==> config.mk <==
export PLATFORM = sky130hd
export DESIGN_NAME = joint_step_planner_flat
export DESIGN_NICKNAME = d
export VERILOG_FILES = /design/src/rtl/joint_step_planner_if.sv /design/src/rtl/joint_step_planner.sv /design/src/flat_wrapper.sv
export SDC_FILE = /design/constraint.sdc
export NUM_CORES = 1
export LEC_CHECK = 0
export ABC_AREA = 1
export CORE_UTILIZATION = 55
export CTS_BUF_LIST = sky130_fd_sc_hd__clkbuf_16
export DETAILED_ROUTE_END_ITERATION = 7
export GPL_TIMING_DRIVEN = 0
export PLACE_DENSITY = 0.79
export SETUP_SLACK_MARGIN = 0.15
export SYNTH_ARGS = -nofsm -noshare
export SYNTH_HDL_FRONTEND = slang
export SYNTH_SLANG_ARGS = --single-unit
==> constraint.sdc <==
create_clock -name clk -period 3 [get_ports clk]
set_input_delay 0.3 -clock clk [delete_from_list [all_inputs] [get_ports clk]]
set_output_delay 0.3 -clock clk [all_outputs]
set_load 0.005 [all_outputs]
==> src/rtl/joint_step_planner_if.sv <==
// Handshake and motion bus between a joint-target source and joint_step_planner.
// The master side supplies targets and halt; the planner reports status, step/dir and position.
interface joint_step_planner_if;
  logic               angle_valid;
  logic signed [12:0] th1;
  logic signed [12:0] th2;
  logic               halt;
  logic               ready;
  logic               busy;
  logic               done;
  logic               step1;
  logic               step2;
  logic               dir1;
  logic               dir2;
  logic signed [12:0] pos1;
  logic signed [12:0] pos2;

  modport master (
    output angle_valid, th1, th2, halt,
    input  ready, busy, done, step1, step2, dir1, dir2, pos1, pos2
  );

  modport slave (
    input  angle_valid, th1, th2, halt,
    output ready, busy, done, step1, step2, dir1, dir2, pos1, pos2
  );
endinterface

==> src/rtl/joint_step_planner.sv <==
// Two-joint stepper move planner: latches joint targets, then issues synchronous step
// pulses toward them with a direction setup time, tracking signed positions in microsteps.
module joint_step_planner #(
  parameter int unsigned HALF_PERIOD = 4,
  parameter int unsigned DIR_SETUP   = 2
) (
  input  logic                clk,
  input  logic                reset,
  joint_step_planner_if.slave bus
);

  localparam int unsigned MAXC = (HALF_PERIOD > DIR_SETUP) ? HALF_PERIOD : DIR_SETUP;
  localparam int unsigned CW   = $clog2(MAXC + 1);

  typedef enum logic [2:0] {
    IDLE,
    LOAD,
    SETUP,
    STEP_HI,
    STEP_LO,
    DONE
  } state_t;

  state_t        state_q, state_d;
  logic [CW-1:0] cnt_q, cnt_d;
  logic [12:0]   tgt1_q, tgt1_d, tgt2_q, tgt2_d;
  logic [12:0]   pos1_q, pos1_d, pos2_q, pos2_d;
  logic [12:0]   rem1_q, rem1_d, rem2_q, rem2_d;
  logic          dir1_q, dir1_d, dir2_q, dir2_d;
  logic          step1_q, step1_d, step2_q, step2_d;
  logic          done_q, done_d;
  logic          halt_q, halt_d;

  logic [13:0]   d1, d2;
  logic [13:0]   a1, a2;
  logic          hi_last, lo_last, setup_last, enter_hi, stop_req;

  // 14-bit differences cannot overflow for any pair of 13-bit signed operands
  always_comb begin
    d1 = {tgt1_q[12], tgt1_q} - {pos1_q[12], pos1_q};
    d2 = {tgt2_q[12], tgt2_q} - {pos2_q[12], pos2_q};
    a1 = d1[13] ? (~d1 + 14'd1) : d1;
    a2 = d2[13] ? (~d2 + 14'd1) : d2;
  end

  always_comb begin
    setup_last = (cnt_q == CW'(DIR_SETUP - 1));
    hi_last    = (cnt_q == CW'(HALF_PERIOD - 1));
    lo_last    = hi_last;
    stop_req   = halt_q || bus.halt;
  end

  always_comb begin
    state_d = state_q;
    unique case (state_q)
      IDLE: begin
        if (bus.angle_valid) state_d = LOAD;
      end
      LOAD: begin
        if (bus.halt)                      state_d = IDLE;
        else if (a1 == '0 && a2 == '0)     state_d = DONE;
        else                               state_d = SETUP;
      end
      SETUP: begin
        if (bus.halt)        state_d = IDLE;
        else if (setup_last) state_d = STEP_HI;
      end
      STEP_HI: begin
        if (hi_last) state_d = STEP_LO;
      end
      STEP_LO: begin
        if (lo_last) begin
          if (stop_req)                          state_d = IDLE;
          else if (rem1_q != '0 || rem2_q != '0) state_d = STEP_HI;
          else                                   state_d = DONE;
        end
      end
      DONE:    state_d = IDLE;
      default: state_d = IDLE;
    endcase
  end

  always_comb begin
    enter_hi = (state_d == STEP_HI) && (state_q != STEP_HI);
    cnt_d    = (state_q == IDLE || state_d != state_q) ? '0 : cnt_q + 1'b1;
  end

  always_comb begin
    tgt1_d  = tgt1_q;
    tgt2_d  = tgt2_q;
    pos1_d  = pos1_q;
    pos2_d  = pos2_q;
    rem1_d  = rem1_q;
    rem2_d  = rem2_q;
    dir1_d  = dir1_q;
    dir2_d  = dir2_q;
    step1_d = step1_q;
    step2_d = step2_q;
    halt_d  = halt_q;
    done_d  = (state_q == DONE);

    if (state_q == IDLE && bus.angle_valid) begin
      tgt1_d = bus.th1;
      tgt2_d = bus.th2;
    end

    // A joint with zero distance keeps its previous direction
    if (state_q == LOAD) begin
      rem1_d = a1[12:0];
      rem2_d = a2[12:0];
      if (a1 != '0) dir1_d = ~d1[13];
      if (a2 != '0) dir2_d = ~d2[13];
    end

    if (enter_hi) begin
      step1_d = (rem1_q != '0);
      step2_d = (rem2_q != '0);
      if (rem1_q != '0) begin
        rem1_d = rem1_q - 13'd1;
        pos1_d = dir1_q ? pos1_q + 13'd1 : pos1_q - 13'd1;
      end
      if (rem2_q != '0) begin
        rem2_d = rem2_q - 13'd1;
        pos2_d = dir2_q ? pos2_q + 13'd1 : pos2_q - 13'd1;
      end
    end else if (state_d != STEP_HI) begin
      step1_d = 1'b0;
      step2_d = 1'b0;
    end

    // A halt seen in either step phase stops the move after the current low phase
    if (state_q == IDLE) begin
      halt_d = 1'b0;
    end else if ((state_q == STEP_HI || state_q == STEP_LO) && bus.halt) begin
      halt_d = 1'b1;
    end
  end

  always_ff @(posedge clk or posedge reset) begin
    if (reset) begin
      state_q <= IDLE;
      cnt_q   <= '0;
      tgt1_q  <= '0;
      tgt2_q  <= '0;
      pos1_q  <= '0;
      pos2_q  <= '0;
      rem1_q  <= '0;
      rem2_q  <= '0;
      dir1_q  <= 1'b0;
      dir2_q  <= 1'b0;
      step1_q <= 1'b0;
      step2_q <= 1'b0;
      done_q  <= 1'b0;
      halt_q  <= 1'b0;
    end else begin
      state_q <= state_d;
      cnt_q   <= cnt_d;
      tgt1_q  <= tgt1_d;
      tgt2_q  <= tgt2_d;
      pos1_q  <= pos1_d;
      pos2_q  <= pos2_d;
      rem1_q  <= rem1_d;
      rem2_q  <= rem2_d;
      dir1_q  <= dir1_d;
      dir2_q  <= dir2_d;
      step1_q <= step1_d;
      step2_q <= step2_d;
      done_q  <= done_d;
      halt_q  <= halt_d;
    end
  end

  assign bus.ready = (state_q == IDLE);
  assign bus.busy  = (state_q != IDLE);
  assign bus.done  = done_q;
  assign bus.step1 = step1_q;
  assign bus.step2 = step2_q;
  assign bus.dir1  = dir1_q;
  assign bus.dir2  = dir2_q;
  assign bus.pos1  = pos1_q;
  assign bus.pos2  = pos2_q;

endmodule
==> src/flat_wrapper.sv <==
// flat-port wrapper written by rule: the top's interface ports become plain ports
module joint_step_planner_flat 
#(
  parameter int unsigned HALF_PERIOD = 4,
  parameter int unsigned DIR_SETUP   = 2
)
  (clk, reset, bus_angle_valid, bus_th1, bus_th2, bus_halt, bus_ready, bus_busy, bus_done, bus_step1, bus_step2, bus_dir1, bus_dir2, bus_pos1, bus_pos2);
  joint_step_planner_if bus_i ();
  input  logic clk;
  input  logic reset;
  input wire logic [$bits(bus_i.angle_valid)-1:0] bus_angle_valid;
  input wire logic [$bits(bus_i.th1)-1:0] bus_th1;
  input wire logic [$bits(bus_i.th2)-1:0] bus_th2;
  input wire logic [$bits(bus_i.halt)-1:0] bus_halt;
  output wire logic [$bits(bus_i.ready)-1:0] bus_ready;
  output wire logic [$bits(bus_i.busy)-1:0] bus_busy;
  output wire logic [$bits(bus_i.done)-1:0] bus_done;
  output wire logic [$bits(bus_i.step1)-1:0] bus_step1;
  output wire logic [$bits(bus_i.step2)-1:0] bus_step2;
  output wire logic [$bits(bus_i.dir1)-1:0] bus_dir1;
  output wire logic [$bits(bus_i.dir2)-1:0] bus_dir2;
  output wire logic [$bits(bus_i.pos1)-1:0] bus_pos1;
  output wire logic [$bits(bus_i.pos2)-1:0] bus_pos2;
  assign bus_i.angle_valid = bus_angle_valid;
  assign bus_i.th1 = bus_th1;
  assign bus_i.th2 = bus_th2;
  assign bus_i.halt = bus_halt;
  assign bus_ready = bus_i.ready;
  assign bus_busy = bus_i.busy;
  assign bus_done = bus_i.done;
  assign bus_step1 = bus_i.step1;
  assign bus_step2 = bus_i.step2;
  assign bus_dir1 = bus_i.dir1;
  assign bus_dir2 = bus_i.dir2;
  assign bus_pos1 = bus_i.pos1;
  assign bus_pos2 = bus_i.pos2;
  joint_step_planner #(.HALF_PERIOD(HALF_PERIOD), .DIR_SETUP(DIR_SETUP)) u_core (.clk(clk), .reset(reset), .bus(bus_i));
endmodule
==> out/metrics.yaml, run 1 <==
finalCriticalPeriod_ps: 3520
drt_first_pass_iters: 6
synth_flop_cell: "dfrtp_1"
grt_pass1_vias: 8304
cts-htree-levels: 3
vias: 9135
worst_slack_ps: -521
grt_pass1_wl_um: 38200
cp_top_family: "simple AND/OR/NAND/NOR gates"
hold_path.class: "primary input to asynchronous set/reset pin"
slew_headroom: 0.519
cts_sinks: 90
synth_cells: 1326
initial_core_util: 0.565
setup.worst_path.class: "flip-flop to flip-flop"
start_kind: "flip-flop"
fp.dieH_um: 124
wl_um: 24400
critical_path_buf_inv_count: 2
ctsHoldBuffers: 0
slew_violations: 0
synth_fp_nets: 1415
dieArea_sq_um: 15500
tns_ps: -26610
ios: 63
multiInputGateArea_sq_um: 5790
cp_max_fo: 5
critical_path.slowest_cell: "fa_2"
rsz0062_at_grt: "true"
period_share: 1.17
placementRows: 44
setup_violations: 59
cts_tree: "done"
tightestPinTransition_ps: 716
yosys_warnings: 0
drc: 0
yosys.area.top_type: "dfrtp_1"
violations: "negative setup slack"
drt_iter0_drc: 678
final_util: 0.742
path_clk_slew_ps: 70
endpoint_kind: "flip-flop"
yosys.cell_types.count: 36
drive_above_1_share: 0.184
postSynthAreaPerCell_sq_um: 6.22
wl_per_cell_um: 14.7
drv_cap: 0
synth_top_area_share: 0.273
reg2regPathDepth: 24
syn_to_final_growth_pct: 31.4
critPathArrivalTime_ps: 3820
final_nets: 1561
hold_viol: 0
synth_area_leaders: "dfrtp_1 27%, nand2_1 24%, ha_1 8.3%"
grt-ovfl-total: 0
insertion_delay_ps: 360
run_status: "finished, violations left"
regArea_sq_um: 2260
num_antenna_cells: 0
max_stage_delay_ps: 560
cp.required_ps: 3290
cts_made_buffers: 9
core_sq_um: 14600
numPortBuffers: 62
synth_edf_count: 0
place.gp.congestion: 0.922
clockRootBuffer: "clkbuf_16"
worst_clock_skew_ps: 11.4
cts_buffer_depth: 2
cp_cell_sequence: "ha_4 > fa_2 > ha_4 > inv_2 > nor2_2 > nand3_2 > nor2_1 > nand2_1 > nor2_2 > nand2_2 > nand2_4 > nand2_2 > nand2_1 > nand2_1 > nor2_1 > nand2_1 > nor2_2 > nand3_2 > nand2_4 > nand3_4 > nor2_4 > buf_6 > nand2_2 > nand2_2"
synth_seq_cells: 90
netlist_area_sq_um: 8240
synth_common_cells: "516 x nand2_1, 173 x inv_1, 116 x nor2_1, 104 x nand3_1, 90 x dfrtp_1"
synth.most_common_cell: "nand2_1"
drtAntennaViolNets: 0
avgViaCountPerCell: 5.50
antenna_found_initial: 0
grt_max_degree: 62
grt_use_total: 0.302
nFillCells: 1111
async_flop_share: 1.00
dp_hpwl_um: 16200
yosysSeqAreaShare: 0.273
die_w_um: 124
cp_num_cells: 24
clock.fmax_mhz: 284
path summary, 6_finish.rpt:
path	start	endpoint	slack, ps
worst max register to register	u_core.bus.pos2[0]	u_core.rem2_q[1]	-520
min in group clk	u_core.cnt_q[0]	u_core.cnt_q[0]	470
worst max-delay path	u_core.bus.pos2[0]	u_core.rem2_q[1]	-520
max in group asynchronous	reset	u_core.bus.pos1[0]	2060
worst min register to register	u_core.cnt_q[0]	u_core.cnt_q[0]	470
worst min-delay path	reset	u_core.bus.pos1[11]	290
placed cells by master (no fill, tap or decap), drive strengths merged, types with 4 or more instances in the layout:
| cell type | instances |
|---|---|
| a21oi | 40 |
| buf | 82 |
| clkbuf | 23 |
| clkdlybuf4s50 | 62 |
| dfrtp | 90 |
| fa | 4 |
| ha | 55 |
| inv | 180 |
| nand2 | 523 |
| nand3 | 111 |
| nand4 | 18 |
| nor2 | 118 |
| nor3 | 17 |
| o21ai | 82 |
| xnor2 | 7 |
| xor2 | 37 |
through the flow:
stage | cells | worst slack (ps) | hold WS (ps) | cell area [sq um]
floorplan | 1326 | -210 | 410 | 8300
global placement | 1572 | -1390 | 457 | 9150
detailed placement | 1573 | -742 | 469 | 9180
CTS | 1641 | -447 | 308 | 10300
global route | 1661 | -790 | 339 | 10800
finish | 1661 | -521 | 293 | 10800
final cells by class:
| cell class | count | area share |
|---|---|---|
| Timing Repair Buffer | 135 | 0.124 |
| Sequential cell | 90 | 0.209 |
| Clock inverter | 7 | 0.00878 |
| Clock buffer | 9 | 0.0208 |
| Inverter | 179 | 0.0642 |
| Buffer | 23 | 0.0172 |
| Multi-Input combinational cell | 1034 | 0.535 |
| Tap cell | 184 | 0.0213 |
metal layers:
metal / global-route usage / wire length, um / vias to the layer above
met5: 0 / 0 / -
met4: 0.129 / 836 / 0
met3: 0.0438 / 1620 / 57
met2: 0.490 / 11500 / 346
met1: 0.400 / 10400 / 4254
li1: - / - / 4478
repair_timing:
item,in CTS,in global routing
pin swaps,37,46
resized for setup,103,97
buffers inserted,46,19
setup endpoints to repair,62,62
gates cloned,6,1
flip-flops by register name, indices dropped and copies added (netlist names), 3 cells and up:
register / count
u_core.bus.pos1: 13
u_core.bus.pos2: 13
u_core.cnt_q: 3
u_core.rem1_q: 13
u_core.rem2_q: 13
u_core.state_q: 3
u_core.tgt1_q: 13
u_core.tgt2_q: 13
cells by family after synthesis:
kind of cell,count (synthesis),synth area share
mux,2,0.00243
compound gates,133,0.0835
fa+ha+maj,59,0.0932
flops,90,0.273
simple gates,796,0.403
xor+xnor,44,0.0468
buf+inv,202,0.0976
Power of run 1 is not shown: default switching activity piles up to over one toggle a cycle in this logic, so the estimate is an artifact.
==> run 2: changes to the inputs <==
==> constraint.sdc (replaced) <==
create_clock -name clk -period 3 [get_ports clk]
set_input_delay 0.6 -clock clk [delete_from_list [all_inputs] [get_ports clk]]
set_output_delay 0.6 -clock clk [all_outputs]
set_load 0.005 [all_outputs]
==> out/metrics.yaml, run 2 (synthesized netlist as in run 1, its figures left out) <==
final_util: 0.742  # about the same
wl_per_cell_um: 14.1  # was 14.7 um
vias: 8991  # was 9135
max_stage_delay_ps: 560  # about the same
worst_slack_ps: -598  # was -521 ps
drt_iter0_drc: 793  # was 678
mostFrequentLayoutCell: "nand2_1"  # unchanged
fin_cells: 1664  # was 1661
regArea_sq_um: 2260  # unchanged
final_cell_mix: "442 x nand2_1, 169 x inv_1, 97 x nor2_1"  # was 452 x nand2_1, 167 x inv_1, 94 x nor2_1
clock.fmax_mhz: 278  # was 284 MHz
setup_violations: 61  # was 59
critical_path.slowest_cell: "fa_2"  # unchanged
slew_headroom: 0.481  # was 0.519
cp_max_fo: 5  # unchanged
cpMostUsedCell: "nand2_2"
cts_made_buffers: 9  # unchanged
dieArea_sq_um: 15500  # unchanged
fp.dieH_um: 124  # unchanged
nFillCells: 1074  # was 1111
cts_tree: "done"  # unchanged
grt_use_total: 0.289  # was 0.302
grt_pass1_wl_um: 36800  # was 38200 um
ios: 63  # unchanged
grt_pass1_vias: 8034  # was 8304
rsz0062_at_grt: "true"  # unchanged
syn_to_final_growth_pct: 31.3  # was 31.4%
cts_sinks: 90  # unchanged
grt-ovfl-total: 0  # unchanged
violations: "negative setup slack"  # unchanged
dp_hpwl_um: 16000  # was 16200 um
initial_core_util: 0.565  # unchanged
avgViaCountPerCell: 5.40  # was 5.50
wl_um: 23400  # was 24400 um
drtAntennaViolNets: 0  # unchanged
drv_cap: 0  # unchanged
core_sq_um: 14600  # unchanged
final_nets: 1564  # was 1561
cp_top_family: "simple AND/OR/NAND/NOR gates"  # unchanged
drive_above_1_share: 0.184  # about the same
numPortBuffers: 62  # unchanged
dp_cells: 1574  # was 1573
endpoint_kind: "flip-flop"  # unchanged
insertion_delay_ps: 350  # was 360 ps
slew_violations: 0  # unchanged
drc: 0  # unchanged
num_antenna_cells: 0  # unchanged
path_clk_slew_ps: 70  # about the same
hold_path.class: "flip-flop to flip-flop"  # was primary input to asynchronous set/reset pin
hold_viol: 0  # unchanged
placementRows: 44  # unchanged
die_w_um: 124  # unchanged
tightestPinTransition_ps: 772  # was 716 ps
critical_path_buf_inv_count: 3  # was 2
clockRootBuffer: "clkbuf_16"  # unchanged
multiInputGateArea_sq_um: 5820  # was 5790 sq um
start_kind: "flip-flop"  # unchanged
grt_max_degree: 44  # was 62
worst_clock_skew_ps: 7.84  # was 11.4 ps
cts_buffer_depth: 2  # unchanged
setup.worst_path.class: "flip-flop to flip-flop"  # unchanged
antenna_found_initial: 0  # unchanged
place.gp.congestion: 0.923  # was 0.922
ctsHoldBuffers: 0  # unchanged
critPathArrivalTime_ps: 3890  # was 3820 ps
cts-htree-levels: 3  # unchanged
period_share: 1.20  # was 1.17
cp.required_ps: 3290  # about the same
drt_first_pass_iters: 6  # unchanged
finalCriticalPeriod_ps: 3600  # was 3520 ps
run_status: "finished, violations left"  # unchanged
## run 2: cell count changes in the layout (fill, tap and decap cells not counted), moves of 6 or more
cell	change
nand2_2	+6
nand2_1	-10
nand3_1	+7
nand3_2	-8
## run 2: path summary, 6_finish.rpt
kind,startpoint,to,slack [ps],cells past startpoint
hold reg to reg,u_core.cnt_q[0],u_core.cnt_q[0],470,1
setup / recovery,u_core.bus.pos1[0],u_core.bus.pos2[5],-600,25
hold / removal,u_core.cnt_q[0],u_core.cnt_q[0],470,1
max in group asynchronous,reset,u_core.bus.pos2[12],1570,4
min in group asynchronous,reset,u_core.rem1_q[3],620,2
setup reg to reg,u_core.bus.pos1[0],u_core.bus.pos2[5],-600,25
## run 2: area by class of cell
type                       count  area share
clock inverter                 7     0.00439
timing repair buffer         138       0.125
multi-input combinational   1034       0.537
inverter                     179      0.0644
clock buffer                   9      0.0208
tap                          184      0.0213
buffer                        23      0.0177
sequential                    90       0.209
## run 2: repair_timing
item | 4_1_cts | 5_1_grt
gates resized for setup | 91 | 115
endpoints found under the setup margin | 62 | 62
buffers inserted | 46 | 23
pin swaps | 17 | 50
gates cloned | 5 | 0
endpoints found under the hold margin | 0 | 0
## run 2: metrics by stage
stage | cell area [sq um] | setup slack (ps) | TNS, ps | hold slack (ps)
final | 10800 | -598 | -30820 | 470
after global routing | 10800 | -848 | -46870 | 498
after CTS | 10200 | -442 | -21470 | 469
after detailed placement | 9190 | -747 | -36790 | 464
after global placement | 9150 | -667 | -32300 | 456
after floorplan | 8300 | -210 | -8510 | 438
## run 2: metal layers
| metal | vias up | global-route usage | wire, um |
|---|---|---|---|
| met2 | 304 | 0.473 | 11100 |
| li1 | 4501 | - | - |
| met5 | - | 0 | 0 |
| met3 | 54 | 0.0271 | 1040 |
| met1 | 4132 | 0.388 | 10600 |
| met4 | 0 | 0.126 | 692 |
Power of run 2 is left out for the same reason.
==> run 3: changes to the inputs <==
--- a/config.mk
+++ b/config.mk
@@ -12,6 +12,7 @@
 export GPL_TIMING_DRIVEN = 0
 export PLACE_DENSITY = 0.79
 export SETUP_SLACK_MARGIN = 0.15
+export SKIP_CTS_REPAIR_TIMING = 1
 export SYNTH_ARGS = -nofsm -noshare
 export SYNTH_HDL_FRONTEND = slang
 export SYNTH_SLANG_ARGS = --single-unit
==> out/metrics.yaml, run 3 (synthesized netlist as in run 1, its figures left out) <==
cp_cell_sequence: "ha_4 > fa_2 > nand2_1 > nand2_1 > nor3_2 > nand3_1 > nor2_1 > nand4_1 > nand2_1 > nand3_1 > nand2_1 > inv_1 > nor2_1 > nand2_1 > nor2_2 > nand2_1 > nand2_2 > nand2_4 > nand3_4 > nor2_4 > buf_12 > buf_6 > nand2_2 > nand2_2"
cts_tree: "done"  # unchanged
fp.dieH_um: 124  # unchanged
place.gp.congestion: 0.923  # unchanged
cts_sinks: 90  # unchanged
antenna_found_initial: 0  # unchanged
nFillCells: 1185  # was 1074
worst_clock_skew_ps: 8.80  # was 7.84 ps
grt_pass1_vias: 7484  # was 8034
multiInputGateArea_sq_um: 5560  # was 5820 sq um
insertion_delay_ps: 350  # about the same
critical_path_buf_inv_count: 3  # unchanged
grt_use_total: 0.266  # was 0.289
violations: "negative setup slack"  # unchanged
setup_violations: 60  # was 61
final_nets: 1539  # was 1564
wl_per_cell_um: 13.3  # was 14.1 um
fin_cells: 1639  # was 1664
avgViaCountPerCell: 5.24  # was 5.40
die_w_um: 124  # unchanged
clockRootBuffer: "clkbuf_16"  # unchanged
setup.worst_path.class: "flip-flop to flip-flop"  # unchanged
grt-ovfl-total: 0  # unchanged
slew_headroom: 0.423  # was 0.481
mostFrequentLayoutCell: "nand2_1"  # unchanged
numPortBuffers: 62  # unchanged
grt_max_degree: 44  # unchanged
dp_hpwl_um: 16000  # unchanged
core_sq_um: 14600  # unchanged
endpoint_kind: "flip-flop"  # unchanged
critical_path.slowest_cell: "dfrtp_2"  # was fa_2
period_share: 1.20  # about the same
finalCriticalPeriod_ps: 3600  # about the same
placementRows: 44  # unchanged
drv_cap: 0  # unchanged
dieArea_sq_um: 15500  # unchanged
wl_um: 21800  # was 23400 um
tightestPinTransition_ps: 859  # was 772 ps
fin_hold_ws_ps: 468  # was 470 ps
drtAntennaViolNets: 0  # unchanged
cp_max_fo: 7  # was 5
rsz0062_at_grt: "true"  # unchanged
max_stage_delay_ps: 430  # was 560 ps
cts_made_buffers: 9  # unchanged
slew_violations: 0  # unchanged
vias: 8595  # was 8991
final_cell_mix: "471 x nand2_1, 167 x inv_1, 102 x nor2_1"  # was 442 x nand2_1, 169 x inv_1, 97 x nor2_1
clock.fmax_mhz: 278  # about the same
cp_top_family: "simple AND/OR/NAND/NOR gates"  # unchanged
hold_path.class: "flip-flop to flip-flop"  # unchanged
drt_first_pass_iters: 5  # was 6
run_status: "finished, violations left"  # unchanged
cts_buffer_depth: 2  # unchanged
grt_pass1_wl_um: 34000  # was 36800 um
drive_above_1_share: 0.138  # was 0.184
path_clk_slew_ps: 70  # about the same
hold_viol: 0  # unchanged
ios: 63  # unchanged
cp.required_ps: 3240  # was 3290 ps
worst_slack_ps: -599  # was -598 ps
critPathArrivalTime_ps: 3840  # was 3890 ps
drt_iter0_drc: 646  # was 793
drc: 0  # unchanged
regArea_sq_um: 2260  # about the same
syn_to_final_growth_pct: 24.7  # was 31.3%
start_kind: "flip-flop"  # unchanged
cts-htree-levels: 3  # unchanged
dp_cells: 1574  # unchanged
num_antenna_cells: 0  # unchanged
cpMostUsedCell: "nand2_1"  # was nand2_2
initial_core_util: 0.565  # unchanged
==> run 3: cell types whose count changed in the layout (fill, tap and decap cells not counted), sizes merged <==
cell	before	now
buf	85	60
==> run 3: worst reg2reg max path: stages (launching register included) <==
cell     delay [ps]
dfrtp_2         430
ha_4            170
fa_2            360
nand2_1          80
nand2_1         170
nor3_2          250
nand3_1         170
nor2_1          170
nand4_1         170
nand2_1         120
nand3_1          70
nand2_1         120
inv_1            50
nor2_1           80
nand2_1          60
nor2_2          130
nand2_1          80
nand2_2         110
nand2_4          90
nand3_4         130
nor2_4           50
buf_12          180
buf_6           140
nand2_2          70
nand2_2          40
==> run 3: area by class of cell <==
class	count	area share
sequential	90	0.220
tap	184	0.0224
buffer	23	0.0167
multi-input combinational	1034	0.540
timing repair buffer	113	0.108
clock buffer	9	0.0219
inverter	179	0.0660
clock inverter	7	0.00462
==> run 3: worst paths after layout <==
check	cells past startpoint	from	slack (ps)	end
min in group asynchronous	2	reset	620	u_core.rem1_q[3]
setup / recovery	24	u_core.bus.pos1[0]	-600	u_core.bus.pos2[0]
setup reg to reg	24	u_core.bus.pos1[0]	-600	u_core.bus.pos2[0]
hold / removal	1	u_core.cnt_q[0]	470	u_core.cnt_q[0]
hold reg to reg	1	u_core.cnt_q[0]	470	u_core.cnt_q[0]
max in group asynchronous	4	reset	1570	u_core.bus.pos2[1]
==> run 3: stage by stage <==
step	utilization	setup TNS, ps	worst slack [ps]	area (sq um)
floorplan	-	-8510	-210	8300
global placement	0.627	-32300	-667	9150
detailed placement	0.630	-36790	-747	9190
CTS	0.649	-38450	-777	9470
global route	0.705	-41880	-797	10300
finish	0.705	-29650	-599	10300
==> run 3: routing by layer <==
layer  share of wire  GRT usage  wire length, um
met4           0.022     0.0971              476
met5               0          0                0
met1            0.47      0.370            10400
met2            0.47      0.431            10200
met3           0.037     0.0223              799
Power of run 3 is left out for the same reason.
